File: src/rtl/joystick_cmd_scheduler.sv
// joystick_cmd_scheduler
//   Turns debounced joystick levels into a serialized command stream over a
//   valid/ready handshake. Directions are resolved to a single code and
//   auto-repeated; fire is rate limited by a cooldown counter. One pending
//   bit per command type, drained by fixed priority FIRE > UP > DOWN > LEFT > RIGHT.
//
//   Build option: define JOY_FIRE_AUTO_EN to make the fire trigger the
//   i_fire level (auto-fire at the cooldown rate). Without it the trigger
//   is the rising edge of i_fire.
//
//   Direction FSM:
//     state    | meaning
//     ---------+--------------------------------------------------------------
//     S_IDLE   | no direction resolved, counter cleared
//     S_DELAY  | direction emitted, counting down to the first repeat
//     S_REPEAT | direction held past the first repeat, periodic repeats

module joystick_cmd_scheduler #(
  parameter int unsigned REPEAT_DELAY  = 12500000,
  parameter int unsigned REPEAT_PERIOD = 5000000,
  parameter int unsigned FIRE_COOLDOWN = 2500000,
  parameter int unsigned CNT_W         = 24
) (
  input  logic       clk,
  input  logic       rst_n,
  input  logic       i_up,
  input  logic       i_down,
  input  logic       i_left,
  input  logic       i_right,
  input  logic       i_fire,
  input  logic       i_cmd_ready,
  output logic       o_cmd_valid,
  output logic [2:0] o_cmd,
  output logic [4:0] o_pending,
  output logic       o_drop
);

  localparam logic [2:0] CMD_NONE  = 3'd0;
  localparam logic [2:0] CMD_UP    = 3'd1;
  localparam logic [2:0] CMD_DOWN  = 3'd2;
  localparam logic [2:0] CMD_LEFT  = 3'd3;
  localparam logic [2:0] CMD_RIGHT = 3'd4;
  localparam logic [2:0] CMD_FIRE  = 3'd5;

  localparam logic [CNT_W-1:0] CNT_ONE   = CNT_W'(1);
  localparam logic [CNT_W-1:0] DLY_LOAD  = CNT_W'(REPEAT_DELAY - 1);
  localparam logic [CNT_W-1:0] PER_LOAD  = CNT_W'(REPEAT_PERIOD - 1);
  localparam logic [CNT_W-1:0] COOL_LOAD = CNT_W'(FIRE_COOLDOWN - 1);

  typedef enum logic [1:0] {
    S_IDLE   = 2'd0,
    S_DELAY  = 2'd1,
    S_REPEAT = 2'd2
  } state_t;

  state_t           r_state;
  state_t           w_state_nxt;
  logic [2:0]       r_latched;
  logic [2:0]       w_latched_nxt;
  logic [CNT_W-1:0] r_cnt;
  logic [CNT_W-1:0] w_cnt_nxt;

  logic [2:0]       w_vert;
  logic [2:0]       w_horz;
  logic [2:0]       w_res;
  logic             w_dir_evt;
  logic [2:0]       w_dir_code;
  logic [3:0]       w_dir_set;

  logic [CNT_W-1:0] r_cool;
  logic             w_fire_trig;
  logic             w_fire_evt;

  logic [4:0]       r_pend;
  logic [4:0]       w_set;
  logic [4:0]       w_clr;
  logic [4:0]       w_clr_eff;
  logic [4:0]       w_pend_nxt;
  logic             w_drop_nxt;
  logic             r_drop;

  logic             r_valid;
  logic [2:0]       r_cmd;
  logic [2:0]       w_load_code;
  logic             w_slot_free;
  logic             w_load;

  // Resolve opposing and diagonal inputs: vertical wins over horizontal,
  // opposing pairs cancel.
  always_comb begin
    w_vert = CMD_NONE;
    w_horz = CMD_NONE;
    if (i_up & ~i_down) begin
      w_vert = CMD_UP;
    end else if (i_down & ~i_up) begin
      w_vert = CMD_DOWN;
    end
    if (i_left & ~i_right) begin
      w_horz = CMD_LEFT;
    end else if (i_right & ~i_left) begin
      w_horz = CMD_RIGHT;
    end
    w_res = (w_vert != CMD_NONE) ? w_vert : w_horz;
  end

  // Direction FSM state, latched direction and repeat counter.
  always_ff @(posedge clk or negedge rst_n) begin
    if (!rst_n) begin
      r_state   <= S_IDLE;
      r_latched <= CMD_NONE;
      r_cnt     <= '0;
    end else begin
      r_state   <= w_state_nxt;
      r_latched <= w_latched_nxt;
      r_cnt     <= w_cnt_nxt;
    end
  end

  // Direction FSM next state and event generation.
  always_comb begin
    w_state_nxt   = r_state;
    w_latched_nxt = r_latched;
    w_cnt_nxt     = r_cnt;
    w_dir_evt     = 1'b0;
    w_dir_code    = CMD_NONE;
    case (r_state)
      S_IDLE: begin
        if (w_res != CMD_NONE) begin
          w_dir_evt     = 1'b1;
          w_dir_code    = w_res;
          w_latched_nxt = w_res;
          w_cnt_nxt     = DLY_LOAD;
          w_state_nxt   = S_DELAY;
        end
      end
      S_DELAY, S_REPEAT: begin
        if (w_res == CMD_NONE) begin
          w_state_nxt   = S_IDLE;
          w_latched_nxt = CMD_NONE;
          w_cnt_nxt     = '0;
        end else if (w_res != r_latched) begin
          // A new direction restarts the full delay, not the period.
          w_dir_evt     = 1'b1;
          w_dir_code    = w_res;
          w_latched_nxt = w_res;
          w_cnt_nxt     = DLY_LOAD;
          w_state_nxt   = S_DELAY;
        end else if (r_cnt == '0) begin
          w_dir_evt     = 1'b1;
          w_dir_code    = r_latched;
          w_cnt_nxt     = PER_LOAD;
          w_state_nxt   = S_REPEAT;
        end else begin
          w_cnt_nxt     = r_cnt - CNT_ONE;
        end
      end
      default: begin
        w_state_nxt   = S_IDLE;
        w_latched_nxt = CMD_NONE;
        w_cnt_nxt     = '0;
      end
    endcase
  end

  // Map a direction event to its pending bit {right,left,down,up}.
  always_comb begin
    w_dir_set = 4'b0000;
    if (w_dir_evt) begin
      case (w_dir_code)
        CMD_UP:    w_dir_set = 4'b0001;
        CMD_DOWN:  w_dir_set = 4'b0010;
        CMD_LEFT:  w_dir_set = 4'b0100;
        CMD_RIGHT: w_dir_set = 4'b1000;
        default:   w_dir_set = 4'b0000;
      endcase
    end
  end

`ifdef JOY_FIRE_AUTO_EN
  assign w_fire_trig = i_fire;
`else
  logic r_fire_q;

  // Previous fire level, used to detect the press edge.
  always_ff @(posedge clk or negedge rst_n) begin
    if (!rst_n) begin
      r_fire_q <= 1'b0;
    end else begin
      r_fire_q <= i_fire;
    end
  end

  assign w_fire_trig = i_fire & ~r_fire_q;
`endif

  // Triggers during cooldown are discarded outright, never pended.
  assign w_fire_evt = w_fire_trig & (r_cool == '0);

  // Fire cooldown: load on an accepted fire event, then count down to zero.
  always_ff @(posedge clk or negedge rst_n) begin
    if (!rst_n) begin
      r_cool <= '0;
    end else if (w_fire_evt) begin
      r_cool <= COOL_LOAD;
    end else if (r_cool != '0) begin
      r_cool <= r_cool - CNT_ONE;
    end
  end

  // Fixed-priority selection of the next command from the pending vector.
  always_comb begin
    w_load_code = CMD_NONE;
    w_clr       = 5'b00000;
    if (r_pend[4]) begin
      w_load_code = CMD_FIRE;
      w_clr       = 5'b10000;
    end else if (r_pend[0]) begin
      w_load_code = CMD_UP;
      w_clr       = 5'b00001;
    end else if (r_pend[1]) begin
      w_load_code = CMD_DOWN;
      w_clr       = 5'b00010;
    end else if (r_pend[2]) begin
      w_load_code = CMD_LEFT;
      w_clr       = 5'b00100;
    end else if (r_pend[3]) begin
      w_load_code = CMD_RIGHT;
      w_clr       = 5'b01000;
    end
  end

  assign w_slot_free = ~r_valid | i_cmd_ready;
  assign w_load      = w_slot_free & (r_pend != 5'b00000);
  assign w_clr_eff   = w_load ? w_clr : 5'b00000;
  assign w_set       = {w_fire_evt, w_dir_set};
  // Set wins over a same-cycle clear, so a bit being drained is not a drop.
  assign w_pend_nxt  = (r_pend & ~w_clr_eff) | w_set;
  assign w_drop_nxt  = |(w_set & r_pend & ~w_clr_eff);

  // Pending vector and coalesce pulse.
  always_ff @(posedge clk or negedge rst_n) begin
    if (!rst_n) begin
      r_pend <= 5'b00000;
      r_drop <= 1'b0;
    end else begin
      r_pend <= w_pend_nxt;
      r_drop <= w_drop_nxt;
    end
  end

  // Output slot: reload only when empty or being consumed, so o_cmd stays
  // stable under back-pressure.
  always_ff @(posedge clk or negedge rst_n) begin
    if (!rst_n) begin
      r_valid <= 1'b0;
      r_cmd   <= CMD_NONE;
    end else if (w_slot_free) begin
      r_valid <= w_load;
      r_cmd   <= w_load_code;
    end
  end

  assign o_cmd_valid = r_valid;
  assign o_cmd       = r_cmd;
  assign o_pending   = r_pend;
  assign o_drop      = r_drop;

endmodule
File: config.mk
export PLATFORM = sky130hd
export DESIGN_NAME = joystick_cmd_scheduler
export DESIGN_NICKNAME = d
export VERILOG_FILES = /design/src/rtl/joystick_cmd_scheduler.sv
export SDC_FILE = /design/constraint.sdc
export NUM_CORES = 1
export LEC_CHECK = 0
export ABC_AREA = 1
export CORE_MARGIN = 3
export CORE_UTILIZATION = 35
export DETAILED_ROUTE_END_ITERATION = 10
export PLACE_DENSITY_LB_ADDON = 0.25
export SETUP_SLACK_MARGIN = 0.5
export SYNTH_ARGS = -nofsm -noshare
export SYNTH_HDL_FRONTEND = slang
export SYNTH_SLANG_ARGS = --single-unit
File: constraint.sdc
create_clock -name clk -period 1.7 [get_ports clk]
set_input_delay 0.425 -clock clk [delete_from_list [all_inputs] [get_ports clk]]
set_output_delay 0.425 -clock clk [all_outputs]
set_load 0.005 [all_outputs]
==> flow_summary.ini <==
[run_status]
status = finished, violations left
violations = setup timing

[global_route]
grt_max_degree = 65
grt_pass1_wl_mm = 20.1
grtUsageTotal_pct = 19.5
grt_pass1_vias = 4306
antenna_found_initial = 0
overflow = 0

[logic_synthesis]
yosysUniqueCellTypes = 43
ys_seq_area_share_pct = 40.6
synthArstFlopShare_pct = 100
syn_inst = 517
yosys_warnings = 0
ys_seq_elements = 64
avgSynthCellArea_um2 = 7.63
synth.area.top_cells = dfrtp_1 41%, nand2_1 9.3%, inv_1 7.4%
syn_nets = 532
netlist.area_leader.share_pct = 40.6
yosys.area.top_type = dfrtp_1
yosys_most_used_dff = dfrtp_1
synth.most_common_cell = nand2_1
ys_top_cells_by_count = 98 x nand2_1, 78 x inv_1, 65 x nor2_1
syn_area_um2 = 3950
synth_edf_count = 0

[hold_path]
hold_class = in2async

[sta]
fin_crit_ns = 1.80
tns_ns = -1.17
max_slew_margin_pct = 75.8
final_max_slew_viol_count = 0
tightest_slew_ns = 0.360
finalHoldViolations = 0
finalSetupViolations = 23
fin_crit_sh_pct = 106
grt_setup_unrepaired = yes
layout_setup_ws_ns = -0.102
clock_skew_ns = 0.00662
clock.fmax_mhz = 555

[clock_network]
clk_pin_slew_ns = 0.06
root_buffer = clkbuf_16
clk_latency_ns = 0.33
numCtsBuffers = 9
clkSinkCount = 64
ctsLongestPathBuffers = 2
cts_max_level = 3
tritoncts = built

[power_and_ir_drop]
powerDensity_nw_per_um2 = 1380
peakVddDrop_uv = 940
power.leakage_nw = 3.16

[critical_path]
end_kind = flip-flop
path_class = in2reg
startpoint_type = primary input
critical-path-top-delay-family = simple AND/OR/NAND/NOR gates
cp.required_ns = 1.91
arrival_ns = 2.02
critical_path_buf_inv_count = 5
critical_path.max_stage_delay_ns = 0.25
cpMaxStageDelayCell = or2_4
crit_chain = buf_8, inv_4, ha_4, or2_4, nand2_4, nand2_4, nand2_4, nand3_4, buf_4, nor3_4, buf_4, buf_6, o21ai_2
crit_top_cell = nand2_4
crit_fanout = 6

[cells_and_area]
multi_input_area_um2 = 2910
design_area_um2 = 6830
seqCellArea_um2 = 1610
layout-drive-gt1-share_pct = 56.0
antenna_cells = 0
syn2layout_area_growth_pct = 73.2
nNetsFinal = 713
fillers = 878

[detailed_routing]
drc = 0
drt_iter0_drc = 325
ant_nets = 0
wl_per_cell_um = 15.3
dr.pass1.iters = 4
detailroute.via_count = 4185
vias_per_cell = 4.96
drt_wl_total_mm = 12.9

[floorplan]
die_y_um = 112
core_um2 = 10900
rows = 38
dieArea_um2 = 12600
io_pins = 18
die_x_um = 112
start_util_pct = 36.1

[place]
gp_congestion = 0.890
io_buffers = 17
dp.final_hpwl_mm = 7.75
post-place-ws_ns = -0.850
place_area_um2 = 5160

[flow_run]
drv_cap = 0
[through the flow]
step | power [mW] | utilization, % | cells | hold WS (ns)
after detailed placement | 5.97 | 47.2 | 764 | 0.476
after floorplan | 4.34 | - | 517 | 0.129
final | 9.43 | 62.5 | 843 | 0.109
after CTS | 8.57 | 57.5 | 817 | 0.121
after global placement | 5.92 | 47.2 | 764 | 0.479
after global routing | 10.0 | 62.5 | 843 | 0.136
[worst register-to-register path, cell delays in order, from the launching register on]
cell      delay (ns)
dfrtp_1         0.37
inv_2           0.10
buf_6           0.11
ha_4            0.15
nand2_4         0.06
nor2_4          0.13
nand2_4         0.09
inv_4           0.07
nand2_4         0.05
nor2_4          0.14
nand2_2         0.09
xor2_1          0.16
o211ai_1        0.16
[cell type report]
type                            instances  share of cell area (%)
Multi-Input combinational cell        366                    42.5
Sequential cell                        64                    23.5
Timing Repair Buffer                  172                    22.0
Inverter                               85                    5.05
Clock buffer                           12                    3.90
Tap cell                              140                    2.56
Clock inverter                          4                   0.403
[state kept, by name, indices dropped and copies added (netlist names)]
register     cells
r_cool          24
r_state          2
r_fire_q         1
r_cnt           24
o_pending        5
o_cmd            3
r_latched        3
o_drop           1
o_cmd_valid      1
[power by group]
part | internal (mW) | switching, mW | total [mW]
clock | 1.10 | 0.699 | 1.80
sequential | 1.95 | 0.328 | 2.27
combinational | 2.52 | 2.83 | 5.35
total | 5.57 | 3.86 | 9.43
[per-layer routing]
layer  vias to the layer above  part of all wire [%]  global-route usage (%)
li1                       2048                     -                       -
met1                      2039                    42                    24.2
met3                        21                   3.1                    3.83
met2                        77                    53                    34.9
met5                         -                     0                       0
met4                         0                   1.7                    4.41
[logic make-up (layout without fill, tap and decap cells)]
logic type,Yosys count,count (layout),synth area share (%)
buffers and inverters,87,273,8.37
AND/OR/NAND/NOR,270,270,33.9
adder cells (fa/ha/maj),7,7,2.22
AO/OA/AOI/OAI,67,67,10.0
XOR/XNOR,22,22,4.88
flip-flops,64,64,40.6
[cells in the final DEF, fill, tap and decap left out, types with 4 or more instances in the layout]
cell type     n
buf_4       113
nor2_2       23
a21oi_1       4
nor3_4        5
ha_4          5
o21ai_2       8
o21ai_1      13
inv_4         5
buf_2        10
nand2_2      30
nand3_4      10
inv_2        20
nand2_1      62
nand2_4      18
inv_1        57
nor3_1        6
xor2_1       13
o211ai_1      5
dfrtp_1      59
nor2_4       34
clkbuf_16     9
nand4_1       9
a21oi_2       9
nand3_1      18
buf_12        5
clkinvlp_4    4
buf_6        38
nand3_2      11
dfrtp_2       5
nor2_1       23
xnor2_1       7
o21ai_0      11
[worst paths after layout]
kind	from	end	slack (ns)	depth (start not counted)
max in group asynchronous	rst_n	r_cnt[8]	1.27	2
hold reg to reg	r_cool[20]	r_cool[20]	0.50	1
setup / recovery	i_up	r_state[0]	-0.10	13
setup reg to reg	r_cnt[1]	r_cnt[20]	-0.07	12
min in group clk	r_cool[20]	r_cool[20]	0.50	1
hold / removal	rst_n	r_cool[2]	0.11	2
[repair_timing]
action	in CTS	in global routing
hold buffers	0	0
resized for setup	204	97
endpoints found under the setup margin	72	72
cloned	1	0
pin swaps	63	51
buffers inserted	36	26
hold endpoints to repair	0	0
Note: power is estimated with default switching activity, not from simulation.
